===== src/rtl/beep_pkg.sv =====
// Shared types and sizing helpers for the buzzer cadence generator.
package beep_pkg;

  typedef enum logic [2:0] {SILENT, SLOW, FAST, BURST, CONT} mode_t;
  typedef enum logic [1:0] {IDLE, ON, OFF, GAP} fsm_t;

  localparam int unsigned DEF_STATE_W    = 3;
  localparam int unsigned DEF_TONE_HALF  = 25000;
  localparam int unsigned DEF_TICK_DIV   = 5000000;
  localparam int unsigned DEF_SLOW_TICKS = 5;
  localparam int unsigned DEF_BURST_N    = 3;
  localparam int unsigned DEF_GAP_TICKS  = 10;

  // Bits needed to hold 0..lim without wrapping; never narrower than 1.
  function automatic int unsigned cnt_w(input int unsigned lim);
    return (lim < 1) ? 1 : $clog2(lim + 1);
  endfunction

  function automatic int unsigned max2(input int unsigned a, input int unsigned b);
    return (a > b) ? a : b;
  endfunction

  function automatic mode_t state_to_mode(input logic [31:0] s);
    case (s)
      32'd0:   return SILENT;
      32'd1:   return SLOW;
      32'd2:   return FAST;
      32'd3:   return BURST;
      default: return CONT;
    endcase
  endfunction

endpackage


===== src/rtl/beep_tone_gen.sv =====
// Square-wave tone source; restarts high whenever the gate opens or a clear is seen.
module beep_tone_gen
  import beep_pkg::*;
#(
  parameter int unsigned TONE_HALF = DEF_TONE_HALF
) (
  input  logic clk,
  input  logic rst,
  input  logic clear,
  input  logic gate,
  output logic tone_q
);

  localparam int unsigned TW = cnt_w(TONE_HALF);

  logic [TW-1:0] cnt;

  // Held preset to 1 while the gate is closed, so the first on-cycle is high.
  always_ff @(posedge clk) begin
    if (rst || clear || !gate) begin
      cnt    <= '0;
      tone_q <= 1'b1;
    end else if (cnt == TW'(TONE_HALF - 1)) begin
      cnt    <= '0;
      tone_q <= ~tone_q;
    end else begin
      cnt <= cnt + 1'b1;
    end
  end

endmodule


===== src/rtl/beep_pattern_gen.sv =====
// Severity-to-cadence buzzer driver: cadence FSM, mute/re-arm and tone gating.
module beep_pattern_gen
  import beep_pkg::*;
#(
  parameter int unsigned STATE_W    = DEF_STATE_W,
  parameter int unsigned TONE_HALF  = DEF_TONE_HALF,
  parameter int unsigned TICK_DIV   = DEF_TICK_DIV,
  parameter int unsigned SLOW_TICKS = DEF_SLOW_TICKS,
  parameter int unsigned BURST_N    = DEF_BURST_N,
  parameter int unsigned GAP_TICKS  = DEF_GAP_TICKS
) (
  input  logic               clk,
  input  logic               rst,
  input  logic               beep_en,
  input  logic [STATE_W-1:0] state,
  input  logic               mute,
  output logic               beep_out,
  output logic               active
);

  localparam int unsigned PRE_W = cnt_w(TICK_DIV);
  localparam int unsigned PH_W  = cnt_w(max2(SLOW_TICKS, GAP_TICKS));
  localparam int unsigned BR_W  = cnt_w(BURST_N);

  logic [STATE_W-1:0] state_q;
  fsm_t               fsm;
  logic [PRE_W-1:0]   presc;
  logic [PH_W-1:0]    phase;
  logic [BR_W-1:0]    burst;
  logic               muted;

  logic               change, tick, gate, tone_q;
  mode_t              mode, new_mode;
  logic [PH_W-1:0]    on_last, off_last;

  assign change   = (state != state_q);
  assign mode     = state_to_mode(32'(state_q));
  assign new_mode = state_to_mode(32'(state));
  assign gate     = (fsm == ON);
  assign tick     = (fsm != IDLE) && (presc == PRE_W'(TICK_DIV - 1));

  always_comb begin
    on_last  = '0;
    off_last = '0;
    if (mode == SLOW) begin
      on_last  = PH_W'(SLOW_TICKS - 1);
      off_last = PH_W'(SLOW_TICKS - 1);
    end
  end

  always_ff @(posedge clk) begin
    if (rst) begin
      state_q  <= '0;
      fsm      <= IDLE;
      presc    <= '0;
      phase    <= '0;
      burst    <= '0;
      muted    <= 1'b0;
      beep_out <= 1'b0;
      active   <= 1'b0;
    end else begin
      state_q  <= state;
      active   <= gate & beep_en & ~muted;
      beep_out <= gate & tone_q & beep_en & ~muted;

      // Escalation re-arms and takes priority over a coincident mute pulse.
      if (change && (state > state_q))
        muted <= 1'b0;
      else if (mute && beep_en)
        muted <= 1'b1;

      if (change) begin
        presc <= '0;
        phase <= '0;
        burst <= '0;
        fsm   <= (new_mode == SILENT) ? IDLE : ON;
      end else begin
        if (fsm != IDLE)
          presc <= tick ? '0 : presc + 1'b1;
        if (tick) begin
          case (fsm)
            ON: begin
              if (mode != CONT) begin
                if (phase == on_last) begin
                  phase <= '0;
                  fsm   <= OFF;
                end else begin
                  phase <= phase + 1'b1;
                end
              end
            end
            OFF: begin
              if (phase == off_last) begin
                phase <= '0;
                if (mode == BURST && burst == BR_W'(BURST_N - 1)) begin
                  burst <= '0;
                  fsm   <= GAP;
                end else begin
                  if (mode == BURST)
                    burst <= burst + 1'b1;
                  fsm <= ON;
                end
              end else begin
                phase <= phase + 1'b1;
              end
            end
            GAP: begin
              if (phase == PH_W'(GAP_TICKS - 1)) begin
                phase <= '0;
                burst <= '0;
                fsm   <= ON;
              end else begin
                phase <= phase + 1'b1;
              end
            end
            default: fsm <= IDLE;
          endcase
        end
      end
    end
  end

  beep_tone_gen #(
    .TONE_HALF(TONE_HALF)
  ) u_tone (
    .clk   (clk),
    .rst   (rst),
    .clear (change),
    .gate  (gate),
    .tone_q(tone_q)
  );

endmodule


===== config.mk =====
export PLATFORM = sky130hd
export DESIGN_NAME = beep_pattern_gen
export DESIGN_NICKNAME = d
export VERILOG_FILES = /design/src/rtl/beep_pkg.sv /design/src/rtl/beep_tone_gen.sv /design/src/rtl/beep_pattern_gen.sv
export SDC_FILE = /design/constraint.sdc
export NUM_CORES = 1
export LEC_CHECK = 0
export BUFFER_PORTS_ARGS = -buffer_cell sky130_fd_sc_hd__buf_4
export CELL_PAD_IN_SITES_DETAIL_PLACEMENT = 0
export CELL_PAD_IN_SITES_GLOBAL_PLACEMENT = 1
export CORE_UTILIZATION = 51
export DETAILED_ROUTE_END_ITERATION = 7
export MAX_ROUTING_LAYER = met4
export PLACE_DENSITY_LB_ADDON = 0.1
export SYNTH_ARGS = -nofsm -noshare
export SYNTH_HDL_FRONTEND = slang
export SYNTH_HIERARCHICAL = 1
export SYNTH_SLANG_ARGS = --single-unit

===== constraint.sdc =====
create_clock -name clk -period 5.2 [get_ports clk]
set_input_delay 0 -clock clk [delete_from_list [all_inputs] [get_ports clk]]
set_output_delay 0 -clock clk [all_outputs]
set_load 0.05 [all_outputs]

==> summary.txt <==
Status: finished clean
RSZ-0062 raised after global routing: no
Post-Syn Area per Cell: 8.91 um2
Most common cell after layout, fill and taps aside: dfxtp_1
Final TNS setup: 0 ns
Final Skew: 0.00757 ns
GRT Residual Overflow: 0
IO Pins: 9
H-tree Lvls: 2
Clock sink total: 53
Worst Path Required: 5.37 ns
Worst Reg2Reg Path Length in Cells: 6
Post-synthesis cell count: 295
Tcrit/Tclk final: 43.0%
Number of global-route vias before repair: 1829
Crit Path Max Fanout: 20
F_max: 447 MHz
Post-synth EDFFs: 0
CTS tree: built
RD Place Congestion: 0.780
DP Wirelength: 3260 um
Number of distinct library cells after synthesis: 53
Buffers on Ports: 8
DR pass1 iterations: 4
Root Buffer: clkbuf_8
First DRT Iteration DRCs: 71
Async SR Flop Fraction: 0%
Commonest cells after routing, fill and taps aside: dfxtp_1 (53), nor2_1 (46), nand2_1 (21)
Die area: 0.00544 mm2
Die width: 73.8 um
Peak supply drop: 0.142 mV
Final hold vios: 0
N_diodes: 0
Reg clk slew, reported paths: 0.09 ns
Final setup violation count: 0
Vias: 1972
Total track usage: 19.8%
FF+latch count, synth: 53
Ys Warns: 6
Mapped cell area: 0.00263 mm2
CP arrival: 2.41 ns
Layout cell share with drive strength beyond 1: 10.8%
Via density: 5.30
Global-route wire length before repair: 8180 um
Antenna violations before repair: 0
Reg2Reg Capture Point: presc[13]
Tot Pwr: 0.769 mW
Critical Path End Type: register
Largest net degree at the start of global routing: 21
Row count: 25
Post-route ant nets: 0
DRC Markers: 0
Slew at the pin closest to its max-slew limit: 0.962 ns
Hold_sp: mute
Core Box Area: 0.00485 mm2
Final nets: 319
Dominant synthesized flop cell: dfxtp_1
HP Class: input port to register
WL per Instance: 12.3 um
Lkg Pwr: 0.964 nW
Sequential element share of the synthesized area: 40.4%
Height of the chip: 73.8 um
Max cap viols: 0
Tmin final: 2.24 ns
Hold path cells: 3
Post-synth net total: 310
Bufs on Longest Clock Path: 2
CTS Buf Count: 5
Flop-to-flop setup slack: 2.96 ns
CP Class: register to register
Layout area overhead: 10.0%
Worst-skew pair later-pin latency: 0.30 ns
Fin. max-slew vios: 0
Worst hold path endpoint: muted
Critical R2R Launch: presc[0]
Pwr per Cell Area: 266 mW/mm2
Starting Density: 54.2%
Relative slew slack: 35.2%
Routed WL: 4590 um
Kind of start point of the critical path: register
-- layout make-up --
cell class                      count  area, um2
Inverter                           11       41.3
Tap cell                           67       83.8
Sequential cell                    53       1060
Clock inverter                      3       65.1
Clock buffer                        5       68.8
Multi-Input combinational cell    220       1460
Timing Repair Buffer               13        110
Fill cell                         420       1960
-- worst max-delay path, stage by stage (launching register included) --
cell and delay, ns:
dfxtp_1 0.39, ha_1 0.23, o211ai_2 0.11, or3_4 0.39, or2_1 0.33, nand2_1 0.54
nor2_1 0.11
-- sequential cells by signal, indices dropped and copies added (netlist names) --
register / flops
presc: 23
u_tone/tone_q: 1
u_tone/cnt: 15
state_q: 3
beep_out: 1
burst: 2
muted: 1
active: 1
phase: 4
fsm: 2
-- cell families after synthesis --
family,after synthesis,share of synthesized area (%)
fa+ha+maj,8,3.81
flops,53,40.4
simple gates,153,33.4
xor+xnor,35,11.7
compound gates,23,6.29
mux,1,0.381
buf+inv,22,4.05
-- what timing repair did --
item	4_1_cts	5_1_grt
gates resized for setup	0	0
hold buffers	5	0
endpoints found under the hold margin	6	0
buffers inserted	0	0
-- metrics by stage --
stage	hold WS, ns	setup slack, ns	instances	util, %	cell area [um2]
after floorplan	0.125	3.20	295	-	2630
after global placement	0.235	3.04	359	55.8	2710
after detailed placement	0.242	2.95	359	55.8	2710
after CTS	0.0270	2.93	372	59.6	2890
after global routing	0.0465	2.78	372	59.6	2890
final	0.0409	2.96	372	59.6	2890
-- how the worst max path moves through the flow --
| stage | from | endpoint | slack, ns | depth (start not counted) |
|---|---|---|---|---|
| 3_5_place_dp | presc[0] | presc[12] | 2.95 | 6 |
| 6_report | presc[0] | presc[13] | 2.96 | 6 |
| 5_1_grt | presc[0] | presc[3] | 2.78 | 6 |
| 4_1_cts | presc[0] | presc[13] | 2.93 | 6 |
| 3_3_place_gp | presc[0] | presc[18] | 3.04 | 6 |
| 2_1_floorplan | presc[0] | fsm[1] | 3.20 | 7 |
-- Yosys cell counts, types with 3 or more instances --
master	number	area share, %
nor2_1	46	6.6
xor2_1	18	6.0
nor2b_1	3	0.71
nand4_1	5	1.2
xnor2_1	17	5.7
clkbuf_1	7	1.0
a21oi_1	5	0.95
dfxtp_1	53	40
ha_1	8	3.8
a31oi_1	3	0.71
buf_6	3	1.3
nand3_2	3	1.1
nand3_1	18	3.4
nor4_1	4	0.95
nor3b_1	6	1.7
nand2_1	21	3.0
nand3b_1	4	1.1
nor4_2	4	1.9
nor3_1	8	1.5
and3_1	5	1.2
inv_1	11	1.6
-- power breakdown --
part	internal (mW)	switching (mW)
combinational	0.0142	0.0182
clock	0.191	0.132
sequential	0.409	0.00434
total	0.614	0.155
-- per-layer routing --
layer	share of wire [%]	track usage, %	vias to the layer above	wire length [um]
met3	2.2	3.70	7	100
met1	51	25.4	911	2360
met2	45	31.1	16	2070
met4	1.3	6.84	0	61
met5	0	-	-	0
li1	-	-	1038	-
Note: power is estimated with default switching activity, not from simulation.
